### src/rtl/gs_cfg_pager_if.sv
// Z80-side bus bundle for gs_cfg_pager: strobes, address selects, data in and read-back.
interface gs_cfg_pager_if;
  logic       iorq_n;
  logic       mreq_n;
  logic       rd_n;
  logic       wr_n;
  logic [1:0] pa;
  logic [1:0] ahi;
  logic [7:0] din;
  logic [7:0] dout;
  logic       dout_en;

  modport master (
    output iorq_n, mreq_n, rd_n, wr_n, pa, ahi, din,
    input  dout, dout_en
  );

  modport slave (
    input  iorq_n, mreq_n, rd_n, wr_n, pa, ahi, din,
    output dout, dout_en
  );
endinterface

### src/rtl/gs_cfg_pager.sv
// Single-clock NeoGS FPGA-config sequencer, 4-window memory pager and counted warm reset.
// Z80 port writes are synchronised into clkin; reads and paging stay combinational.
module gs_cfg_pager #(
  parameter int unsigned PAGE_BITS   = 2,
  parameter int unsigned NCFG_LOW    = 8,
  parameter int unsigned CFG_TIMEOUT = 4096,
  parameter int unsigned RST_CYCLES  = 16
) (
  input  logic                 i_clkin,
  input  logic                 i_coldres,
  gs_cfg_pager_if.slave        io_z80,
  output logic [PAGE_BITS-1:0] o_mema,
  output logic                 o_romcs_n,
  output logic                 o_ramcs_n,
  output logic                 o_memoe_n,
  output logic                 o_memwe_n,
  output logic                 o_drive_en,
  output logic                 o_fpga_cs,
  output logic                 o_config_n,
  input  logic                 i_status_n,
  input  logic                 i_conf_done,
  input  logic                 i_init_done,
  output logic                 o_warmres_n,
  output logic                 o_busy
);
  localparam int unsigned CntMax = (CFG_TIMEOUT > NCFG_LOW) ? CFG_TIMEOUT : NCFG_LOW;
  localparam int unsigned CntW   = (CntMax > 2) ? $clog2(CntMax) : 1;
  localparam int unsigned WcntW  = $clog2(RST_CYCLES + 1);
  localparam logic [CntW-1:0]  NcfgLoad = CntW'(NCFG_LOW - 1);
  localparam logic [CntW-1:0]  TmoLoad  = CntW'(CFG_TIMEOUT - 1);
  localparam logic [WcntW-1:0] WarmLoad = WcntW'(RST_CYCLES);

  typedef enum logic [2:0] {
    StIdle  = 3'd0,
    StNcfg  = 3'd1,
    StWstat = 3'd2,
    StWdone = 3'd3,
    StWinit = 3'd4,
    StDone  = 3'd5,
    StError = 3'd6
  } state_e;

  state_e               r_state, w_state_nxt;
  logic [CntW-1:0]      r_cnt, w_cnt_nxt;
  logic [WcntW-1:0]     r_wcnt;
  logic [2:0]           r_wr_sync;
  logic [1:0]           r_stat_sync, r_cdone_sync, r_idone_sync;
  logic [7:0]           r_cap_d;
  logic [1:0]           r_cap_pa;
  logic                 r_commit;
  logic                 r_was_cold_n;
  logic [PAGE_BITS-1:0] r_page [4];
  logic [3:0]           r_ram;

  logic w_wr_qual, w_wr_rise, w_status_s, w_cdone_s, w_idone_s;
  logic w_cmd_page, w_cmd_ctrl, w_idle_like, w_start, w_warm_req, w_done_entry, w_err;
  logic w_unused_cap;

  assign w_wr_qual  = ~io_z80.iorq_n & ~io_z80.wr_n & (io_z80.pa != 2'b00);
  assign w_wr_rise  = r_wr_sync[1] & ~r_wr_sync[2];
  assign w_status_s = r_stat_sync[1];
  assign w_cdone_s  = r_cdone_sync[1];
  assign w_idone_s  = r_idone_sync[1];

  always_ff @(posedge i_clkin or posedge i_coldres) begin
    if (i_coldres) begin
      r_wr_sync    <= '0;
      r_stat_sync  <= '0;
      r_cdone_sync <= '0;
      r_idone_sync <= '0;
      r_cap_d      <= '0;
      r_cap_pa     <= '0;
      r_commit     <= 1'b0;
    end else begin
      r_wr_sync    <= {r_wr_sync[1:0], w_wr_qual};
      r_stat_sync  <= {r_stat_sync[0], i_status_n};
      r_cdone_sync <= {r_cdone_sync[0], i_conf_done};
      r_idone_sync <= {r_idone_sync[0], i_init_done};
      r_commit     <= w_wr_rise;
      // din/pa are stable by the time the synchronised edge arrives.
      if (w_wr_rise) begin
        r_cap_d  <= io_z80.din;
        r_cap_pa <= io_z80.pa;
      end
    end
  end

  assign w_unused_cap = ^r_cap_d;
  assign w_cmd_page   = r_commit & (r_cap_pa == 2'b01);
  assign w_cmd_ctrl   = r_commit & (r_cap_pa == 2'b10);
  assign w_idle_like  = (r_state == StIdle) | (r_state == StDone) | (r_state == StError);
  assign w_start      = w_cmd_ctrl & r_cap_d[0] & w_idle_like;
  // An accepted start defers the warm reset to DONE entry.
  assign w_warm_req   = w_cmd_ctrl & r_cap_d[1] & ~w_start;
  assign w_done_entry = (w_state_nxt == StDone) & (r_state != StDone);
  assign w_err        = (r_state == StError);

  always_ff @(posedge i_clkin or posedge i_coldres) begin
    if (i_coldres) begin
      for (int w = 0; w < 4; w++) r_page[w] <= PAGE_BITS'(w);
      r_ram <= '0;
    end else if (w_cmd_page && (r_cap_d[7:6] != 2'b00)) begin
      r_page[r_cap_d[7:6]] <= r_cap_d[PAGE_BITS-1:0];
      r_ram[r_cap_d[7:6]]  <= r_cap_d[5];
    end
  end

  always_ff @(posedge i_clkin or posedge i_coldres) begin
    if (i_coldres) begin
      r_was_cold_n <= 1'b0;
      r_wcnt       <= WarmLoad;
    end else begin
      if (w_cmd_ctrl && r_cap_d[7]) r_was_cold_n <= 1'b1;
      if (w_done_entry || w_warm_req) r_wcnt <= WarmLoad;
      else if (r_wcnt != '0)          r_wcnt <= r_wcnt - 1'b1;
    end
  end

  always_ff @(posedge i_clkin or posedge i_coldres) begin
    if (i_coldres) begin
      r_state <= StNcfg;
      r_cnt   <= NcfgLoad;
    end else begin
      r_state <= w_state_nxt;
      r_cnt   <= w_cnt_nxt;
    end
  end

  always_comb begin
    w_state_nxt = r_state;
    w_cnt_nxt   = r_cnt;
    case (r_state)
      StNcfg: begin
        if (r_cnt == '0) begin
          w_state_nxt = StWstat;
          w_cnt_nxt   = TmoLoad;
        end else w_cnt_nxt = r_cnt - 1'b1;
      end
      StWstat: begin
        if (w_status_s) begin
          w_state_nxt = StWdone;
          w_cnt_nxt   = TmoLoad;
        end else if (r_cnt == '0) w_state_nxt = StError;
        else w_cnt_nxt = r_cnt - 1'b1;
      end
      StWdone: begin
        if (!w_status_s) w_state_nxt = StError;
        else if (w_cdone_s) begin
          w_state_nxt = StWinit;
          w_cnt_nxt   = TmoLoad;
        end else if (r_cnt == '0) w_state_nxt = StError;
        else w_cnt_nxt = r_cnt - 1'b1;
      end
      StWinit: begin
        if (w_idone_s) w_state_nxt = StDone;
        else if (r_cnt == '0) w_state_nxt = StError;
        else w_cnt_nxt = r_cnt - 1'b1;
      end
      default: ;
    endcase
    if (w_start) begin
      w_state_nxt = StNcfg;
      w_cnt_nxt   = NcfgLoad;
    end
  end

  always_comb begin
    io_z80.dout    = 8'h00;
    io_z80.dout_en = 1'b0;
    if (!io_z80.iorq_n && !io_z80.rd_n) begin
      if (io_z80.pa == 2'b01) begin
        io_z80.dout    = {r_was_cold_n, w_err, ~w_idle_like, 5'b0};
        io_z80.dout_en = 1'b1;
      end else if (io_z80.pa == 2'b10) begin
        io_z80.dout    = {w_status_s, w_cdone_s, w_idone_s, 2'b0, r_state};
        io_z80.dout_en = 1'b1;
      end
    end
  end

  assign o_mema      = r_page[io_z80.ahi];
  assign o_romcs_n   = r_ram[io_z80.ahi];
  assign o_ramcs_n   = ~r_ram[io_z80.ahi];
  assign o_memoe_n   = io_z80.mreq_n | io_z80.rd_n;
  assign o_memwe_n   = io_z80.mreq_n | io_z80.wr_n | ~r_ram[io_z80.ahi];
  assign o_fpga_cs   = (io_z80.pa == 2'b11) & ~io_z80.iorq_n;
  assign o_config_n  = (r_state != StNcfg);
  assign o_drive_en  = (r_state != StDone);
  assign o_busy      = ~w_idle_like;
  assign o_warmres_n = (r_wcnt == '0);
endmodule

### src/flat_wrapper.sv
// flat-port wrapper written by rule: the top's interface ports become plain ports
module gs_cfg_pager_flat 
#(
  parameter int unsigned PAGE_BITS   = 2,
  parameter int unsigned NCFG_LOW    = 8,
  parameter int unsigned CFG_TIMEOUT = 4096,
  parameter int unsigned RST_CYCLES  = 16
)
  (i_clkin, i_coldres, o_mema, o_romcs_n, o_ramcs_n, o_memoe_n, o_memwe_n, o_drive_en, o_fpga_cs, o_config_n, i_status_n, i_conf_done, i_init_done, o_warmres_n, o_busy, io_z80_iorq_n, io_z80_mreq_n, io_z80_rd_n, io_z80_wr_n, io_z80_pa, io_z80_ahi, io_z80_din, io_z80_dout, io_z80_dout_en);
  gs_cfg_pager_if io_z80_i ();
  input  logic i_clkin;
  input  logic i_coldres;
  output logic [PAGE_BITS-1:0] o_mema;
  output logic o_romcs_n;
  output logic o_ramcs_n;
  output logic o_memoe_n;
  output logic o_memwe_n;
  output logic o_drive_en;
  output logic o_fpga_cs;
  output logic o_config_n;
  input  logic i_status_n;
  input  logic i_conf_done;
  input  logic i_init_done;
  output logic o_warmres_n;
  output logic o_busy;
  input wire logic [$bits(io_z80_i.iorq_n)-1:0] io_z80_iorq_n;
  input wire logic [$bits(io_z80_i.mreq_n)-1:0] io_z80_mreq_n;
  input wire logic [$bits(io_z80_i.rd_n)-1:0] io_z80_rd_n;
  input wire logic [$bits(io_z80_i.wr_n)-1:0] io_z80_wr_n;
  input wire logic [$bits(io_z80_i.pa)-1:0] io_z80_pa;
  input wire logic [$bits(io_z80_i.ahi)-1:0] io_z80_ahi;
  input wire logic [$bits(io_z80_i.din)-1:0] io_z80_din;
  output wire logic [$bits(io_z80_i.dout)-1:0] io_z80_dout;
  output wire logic [$bits(io_z80_i.dout_en)-1:0] io_z80_dout_en;
  assign io_z80_i.iorq_n = io_z80_iorq_n;
  assign io_z80_i.mreq_n = io_z80_mreq_n;
  assign io_z80_i.rd_n = io_z80_rd_n;
  assign io_z80_i.wr_n = io_z80_wr_n;
  assign io_z80_i.pa = io_z80_pa;
  assign io_z80_i.ahi = io_z80_ahi;
  assign io_z80_i.din = io_z80_din;
  assign io_z80_dout = io_z80_i.dout;
  assign io_z80_dout_en = io_z80_i.dout_en;
  gs_cfg_pager #(.PAGE_BITS(PAGE_BITS), .NCFG_LOW(NCFG_LOW), .CFG_TIMEOUT(CFG_TIMEOUT), .RST_CYCLES(RST_CYCLES)) u_core (.i_clkin(i_clkin), .i_coldres(i_coldres), .io_z80(io_z80_i), .o_mema(o_mema), .o_romcs_n(o_romcs_n), .o_ramcs_n(o_ramcs_n), .o_memoe_n(o_memoe_n), .o_memwe_n(o_memwe_n), .o_drive_en(o_drive_en), .o_fpga_cs(o_fpga_cs), .o_config_n(o_config_n), .i_status_n(i_status_n), .i_conf_done(i_conf_done), .i_init_done(i_init_done), .o_warmres_n(o_warmres_n), .o_busy(o_busy));
endmodule
### config.mk
export PLATFORM = sky130hd
export DESIGN_NAME = gs_cfg_pager_flat
export DESIGN_NICKNAME = d
export VERILOG_FILES = /design/src/rtl/gs_cfg_pager_if.sv /design/src/rtl/gs_cfg_pager.sv /design/src/flat_wrapper.sv
export SDC_FILE = /design/constraint.sdc
export NUM_CORES = 1
export LEC_CHECK = 0
export ABC_CLOCK_PERIOD_IN_PS = 2800
export BUFFER_PORTS_ARGS = -buffer_cell sky130_fd_sc_hd__buf_2
export CORE_MARGIN = 3
export CORE_UTILIZATION = 57
export CTS_BUF_LIST = sky130_fd_sc_hd__clkbuf_8 sky130_fd_sc_hd__clkbuf_16
export DETAILED_ROUTE_END_ITERATION = 8
export PLACE_DENSITY_LB_ADDON = 0.15
export SETUP_SLACK_MARGIN = 0.4
export SYNTH_ARGS = -nofsm -noshare
export SYNTH_HDL_FRONTEND = slang
export SYNTH_SLANG_ARGS = --single-unit
### constraint.sdc
create_clock -name i_clkin -period 2.8 [get_ports i_clkin]
set_input_delay 0.14 -clock i_clkin [delete_from_list [all_inputs] [get_ports i_clkin]]
set_output_delay 0.14 -clock i_clkin [all_outputs]
set_load 0.01 [all_outputs]
==> results of run 1 <==
routing by layer:
layer / GRT usage (%) / vias to the layer above
li1: - / 1064
met1: 28.7 / 1047
met2: 33.3 / 82
met3: 3.43 / 2
met4: 7.61 / 0
met5: 0 / -
registers in the layout, indices dropped and copies added, names as in the netlist:
name and count:
u_core.r_cap_d 5, u_core.r_cap_pa 2, u_core.r_cdone_sync 2, u_core.r_cnt 12, u_core.r_commit 1, u_core.r_idone_sync 2, u_core.r_page 8, u_core.r_ram 4
u_core.r_stat_sync 2, u_core.r_state 3, u_core.r_was_cold_n 1, u_core.r_wcnt 5, u_core.r_wr_sync 3
layout by cell type (no fill, tap or decap), drive strengths merged, types with 7 or more instances in the layout:
cell type   n
dfrtp      41
buf        36
a21oi      23
nor2       22
o21ai      22
nand2      17
mux2       15
inv        13
nor3       12
dfstp       9
ha          8
nand3       7
cell families (layout without fill, tap and decap cells):
family	count (synthesis)	count (layout)	share of synthesized area [%]
buffers and inverters	26	59	4.46
AND/OR/NAND/NOR	94	94	19.8
multiplexers	18	18	8.36
XOR/XNOR	5	5	1.55
other	1	2	0.132
adder cells (fa/ha/maj)	8	8	3.54
flip-flops	50	50	44.6
AO/OA/AOI/OAI	75	75	17.6
power breakdown:
part / leakage [nW] / internal [mW] / switching [mW]
clock: 0.0591 / 0.273 / 0.261
sequential: 0.612 / 0.966 / 0.307
combinational: 0.709 / 0.516 / 0.614
total: 1.38 / 1.76 / 1.18
what timing repair did:
action	in CTS	in global routing
setup buffers	0	0
hold buffers	4	0
hold endpoints to repair	4	0
resized for setup	0	0
worst min-delay path by stage:
stage	start	end	slack, ns	cells after the start
after CTS	io_z80_din[0]	u_core.r_cap_d[0]$_DFFE_PP0P_	0.04	3
after global routing	io_z80_din[5]	u_core.r_cap_d[5]$_DFFE_PP0P_	0.04	2
after detailed placement	i_conf_done	u_core.r_cdone_sync[0]$_DFF_PP0_	0.25	1
after floorplan	i_conf_done	u_core.r_cdone_sync[0]$_DFF_PP0_	0.17	0
final	io_z80_din[0]	u_core.r_cap_d[0]$_DFFE_PP0P_	0.05	3
after global placement	i_status_n	u_core.r_stat_sync[0]$_DFF_PP0_	0.25	1
per-stage QoR:
stage	setup WS, ns	cells
after floorplan	0.756	278
after global placement	0.764	366
after detailed placement	0.715	366
after CTS	0.701	378
after global routing	0.448	378
final	0.701	378
worst reg2reg max path, delay by kind of cell, from the launching register on:
family	cells	cell delay, ns
DFF	1	0.41
AOI/OAI and AO/OA	2	0.34
adders and majority gates	2	0.49
buffers and inverters	1	0.06
and+or+nand+nor	3	0.74
layout make-up:
class                   instances  area (sq um)  area share [%]
multi-input cells             202          1450            45.6
clock buffers                   5          68.8            2.17
inverters                      11          41.3            1.30
flip-flops and latches         50          1260            39.8
clock inverters                 3          47.5            1.50
repair buffers                 40           223            7.02
well taps                      67          83.8            2.64
==> run metrics, run 1 <==
GR Overflow Total=0; Die Y=76.5 microns; WP data arrival=2.34 ns; Avg WL per Cell=15.3 microns; start of the worst register-to-register path=u_core.r_cnt[0]$_DFFE_PP1P_; sequential element share of the synthesized area=44.6%; VDD IR-drop max=0.000500 V; CP max stage delay=0.46 ns; Final Hold Viols=0; buffer depth of the longest clock path=2; Layout fillers=383; WL final=5780 microns; final-stage net count=339; Cell Chain, Critical Path=inv_1, ha_1, nor3b_2, nand3_1, ha_1, nor2_1, a21oi_1, o32a_1; Synth area leader=dfrtp_1; CP max-delay cell=nor3b_2; Synth Cell Area=0.00283 sq mm; Final period util=75.0%; WS Path Type=reg -> reg; Initial Util=59.5%; layout cell share with drive strength beyond 1=28.6%; RR Endpoint=u_core.r_cnt[0]$_DFFE_PP1P_; Yosys top cell area share=36.3%; DIE AREA=0.00585 sq mm; overall routing resource usage=20.8%; clock slew at reported path FFs=0.10 ns; met3 wire len=343 microns; Worst setup SP type=flip-flop; DP Area=0.00302 sq mm; cell family with most CP delay=simple AND/OR/NAND/NOR gates; Util after Layout=66.7%; WP data required=3.04 ns; DP HPWL=4040 microns; Die Wd=76.5 microns; Avg Vias per Cell=5.81; relative slew slack=31.5%; asr flop ratio synth=100%; DR vias=2,195; max-cap violation count=0; global-route wire length before repair=9850 microns; most frequent cell after synthesis=dfrtp_1; fin crit period=2.10 ns; setup TNS=0 ns; CTS sink cnt=50; R2R cell count=8; initial antenna violation count=0; IO Pins=41; Synth Warn #=0; Levels on crit path=8; vias in the first global route=2,103; Worst Path Buf+Inv=1; crit path capture=u_core.r_cnt[0]$_DFFE_PP1P_; PortBufs=35; Top FF cell, synth=dfrtp_1; Placeable Area=0.00475 sq mm; largest net degree at the start of global routing=51; RD Place Congestion=0.809; Inserted Diodes=0; layout overhead on the synthesized area=12.1%; metal2 WL=2720 microns; cell repeated most along the worst path=ha_1; crit-path max FO=7; fmax=476 MHz; final hold slack=0.0531 ns; crit path from=u_core.r_cnt[0]$_DFFE_PP1P_; P_leak=1.38 nW; outcome=completed; Skew-Pair Late Insertion Delay=0.31 ns; row cnt=25; post-synth cell types=63; fin area=0.00317 sq mm; RSZ-0062 raised after global routing=false; Post-Route Skew=0.00643 ns; Post-synth top cells=dfrtp_1, a21oi_1, nor2_1; final slew viol count=0; DRC=0; Tightest Hold Check Type=in -> reg; Synth area leaders=dfrtp_1, dfstp_2, mux2_2; CTS tree=built; DR iter-0 viols=178; worst reg2reg setup slack=0.70 ns; DRT antenna net count=0; Total Power=2.94 mW; Final setup viols=0; Post-synth EDFFs=0; Cell Pwr Density=926 mW/mm^2; CP endpoint kind=flip-flop; register bit count reported by yosys=50; 1st-pass router iterations=4; root buffer cell=clkbuf_8; H-tree depth=2; worst slew pin tran=1.03 ns; met1 WL=2690 microns; uppermost layer routed=met4; Synth Instances=277; Post-Syn Area per Cell=10.2 sq um; total CTS buffers=5
(Power assumes the default switching activity.)
==> run 2, diff against run 1 <==
ABC_CLOCK_PERIOD_IN_PS = 1720   (was 2800)
CORE_UTILIZATION = 52   (was 57)
clock period = 1.72 ns   (was 2.8 ns; I/O delays follow)
==> run metrics, run 2 (synthesis gave the netlist of run 1 again) <==
worst setup margin=-0.229 ns; Final setup viols=15; Die Wd=79.8 microns; Inserted Diodes=0; CP max-delay cell=dfrtp_1; largest net degree at the start of global routing=51; Largest regs=u_core.r_cnt x12, u_core.r_page x8; largest reg by FF count=u_core.r_cnt; most frequent cells in the layout=buf_4, dfrtp_1, buf_6, buf_2, nor2_1; pre-CTS WS=-0.0106 ns; Initial Util=54.7%; met3 usage=5.19%; VDD IR-drop max=0.00103 V; RD Place Congestion=0.842; crit-path max FO=6; Tightest Hold Check Type=in -> reg; Cell Chain, Critical Path=buf_6, buf_6, inv_2, nor2_4, a31oi_1, nor3_1, buf_2; Skew-Pair Late Insertion Delay=0.31 ns; 1st-pass router iterations=5; cell repeated most along the worst path=buf_6; fin crit period=1.95 ns; WL final=11,000 microns; DR vias=3,017; overall routing resource usage=26.0%; P_leak=1.94 nW; WP data required=1.63 ns; max-cap violation count=0; Util after Layout=86.3%; fin area=0.00447 sq mm; CP max stage delay=0.41 ns; Final period util=113%; Worst setup SP type=flip-flop; IO Pins=41; worst reg2reg setup slack=-0.15 ns; placed insts=404; most used routing layer=met2; total CTS buffers=5; DRT antenna net count=0; initial antenna violation count=0; global-route wire length before repair=12,900 microns; H-tree depth=2; final-stage net count=426; DP Area=0.00337 sq mm; DIE AREA=0.00636 sq mm; WP data arrival=1.86 ns; final hold slack=0.00211 ns; CTS sink cnt=50; Post-Route Skew=0.00700 ns; clock slew at reported path FFs=0.10 ns; CTS tree=built; RSZ-0062 raised after global routing=true; GR Overflow Total=0; root buffer cell=clkbuf_8; max reg flops=12; Placeable Area=0.00517 sq mm; worst slew pin tran=0.650 ns; WS Path Type=reg -> out; DP HPWL=4470 microns; relative slew slack=56.6%; met1 usage=32.8%; Cell Pwr Density=1640 mW/mm^2; row cnt=26; outcome=complete, but fails checks; Final Hold Viols=0; vias in the first global route=2,669; CP endpoint kind=output port; most common cell after layout, fill and taps aside=buf_4; failing checks=setup timing; Layout Cells excl Fill=468; Die Y=79.8 microns; DRC=0; PortBufs=35; final slew viol count=0; fmax=513 MHz; Avg WL per Cell=23.5 microns; Avg Vias per Cell=6.45; met2 GRT Util=44.2%; layout cell share with drive strength beyond 1=60.6%; DR iter-0 viols=343; buffer depth of the longest clock path=2; layout overhead on the synthesized area=57.8%
==> run 2: cell count changes in the layout (fill, tap and decap cells not counted), sizes merged <==
cell	before	now
dlygate4sd3	4	8
o31a	1	2
bufinv	1	0
inv	13	12
clkinvlp	0	2
buf	36	118
==> run 2: final cells by class <==
cell class,instances,area [sq um]
repair buffers,126,1070
multi-input cells,203,1910
clock inverters,3,18.8
clock buffers,5,68.8
inverters,11,41.3
well taps,70,87.6
fillers,213,707
flip-flops and latches,50,1270
==> run 2: worst max-delay path: cells and delay by family (launching register included) <==
family / cells / cell delay, ns
AOI/OAI and AO/OA: 1 / 0.12
and+or+nand+nor: 2 / 0.45
buffers and inverters: 4 / 0.57
DFF: 1 / 0.41
==> run 2: final timing paths <==
path                                                   from                               end  cells after the start
hold reg to reg            u_core.r_idone_sync[0]$_DFF_PP0_  u_core.r_idone_sync[1]$_DFF_PP0_                      0
setup reg to reg                u_core.r_state[1]$_DFF_PP0_       u_core.r_cnt[1]$_DFFE_PP1P_                      6
max in group asynchronous                         i_coldres   u_core.r_stat_sync[1]$_DFF_PP0_                      4
hold / removal                                io_z80_din[7]     u_core.r_cap_d[7]$_DFFE_PP0P_                      2
min in group asynchronous                         i_coldres      u_core.r_wcnt[0]$_DFFE_PP0P_                      4
setup / recovery                u_core.r_state[2]$_DFF_PP0_                    io_z80_dout[6]                      7
==> run 2: power by group <==
| group | switching (mW) | internal [mW] |
|---|---|---|
| logic | 2.25 | 2.36 |
| registers | 0.415 | 1.58 |
| clock network | 0.422 | 0.282 |
| total | 3.09 | 4.22 |
==> run 2: metrics by stage <==
stage	TNS, ns	power, mW
4_1_cts	-0.0727	6.24
5_1_grt	-2.02	7.59
2_1_floorplan	-0.114	3.70
3_5_place_dp	-0.0198	4.49
6_report	-1.59	7.31
3_3_place_gp	-0.00983	4.41
==> run 2: layer usage <==
layer	routed length, microns	up-vias
li1	-	1246
met1	4160	1451
met2	5470	255
met3	842	65
met4	510	0
met5	0	-
==> run 2: timing repair <==
action / CTS / global route
resized for setup: 89 / 42
hold buffers: 7 / 1
hold endpoints to repair: 47 / 1
buffers inserted: 21 / 26
gates cloned: 1 / 0
setup endpoints to repair: 42 / 44
pin swaps: 28 / 28
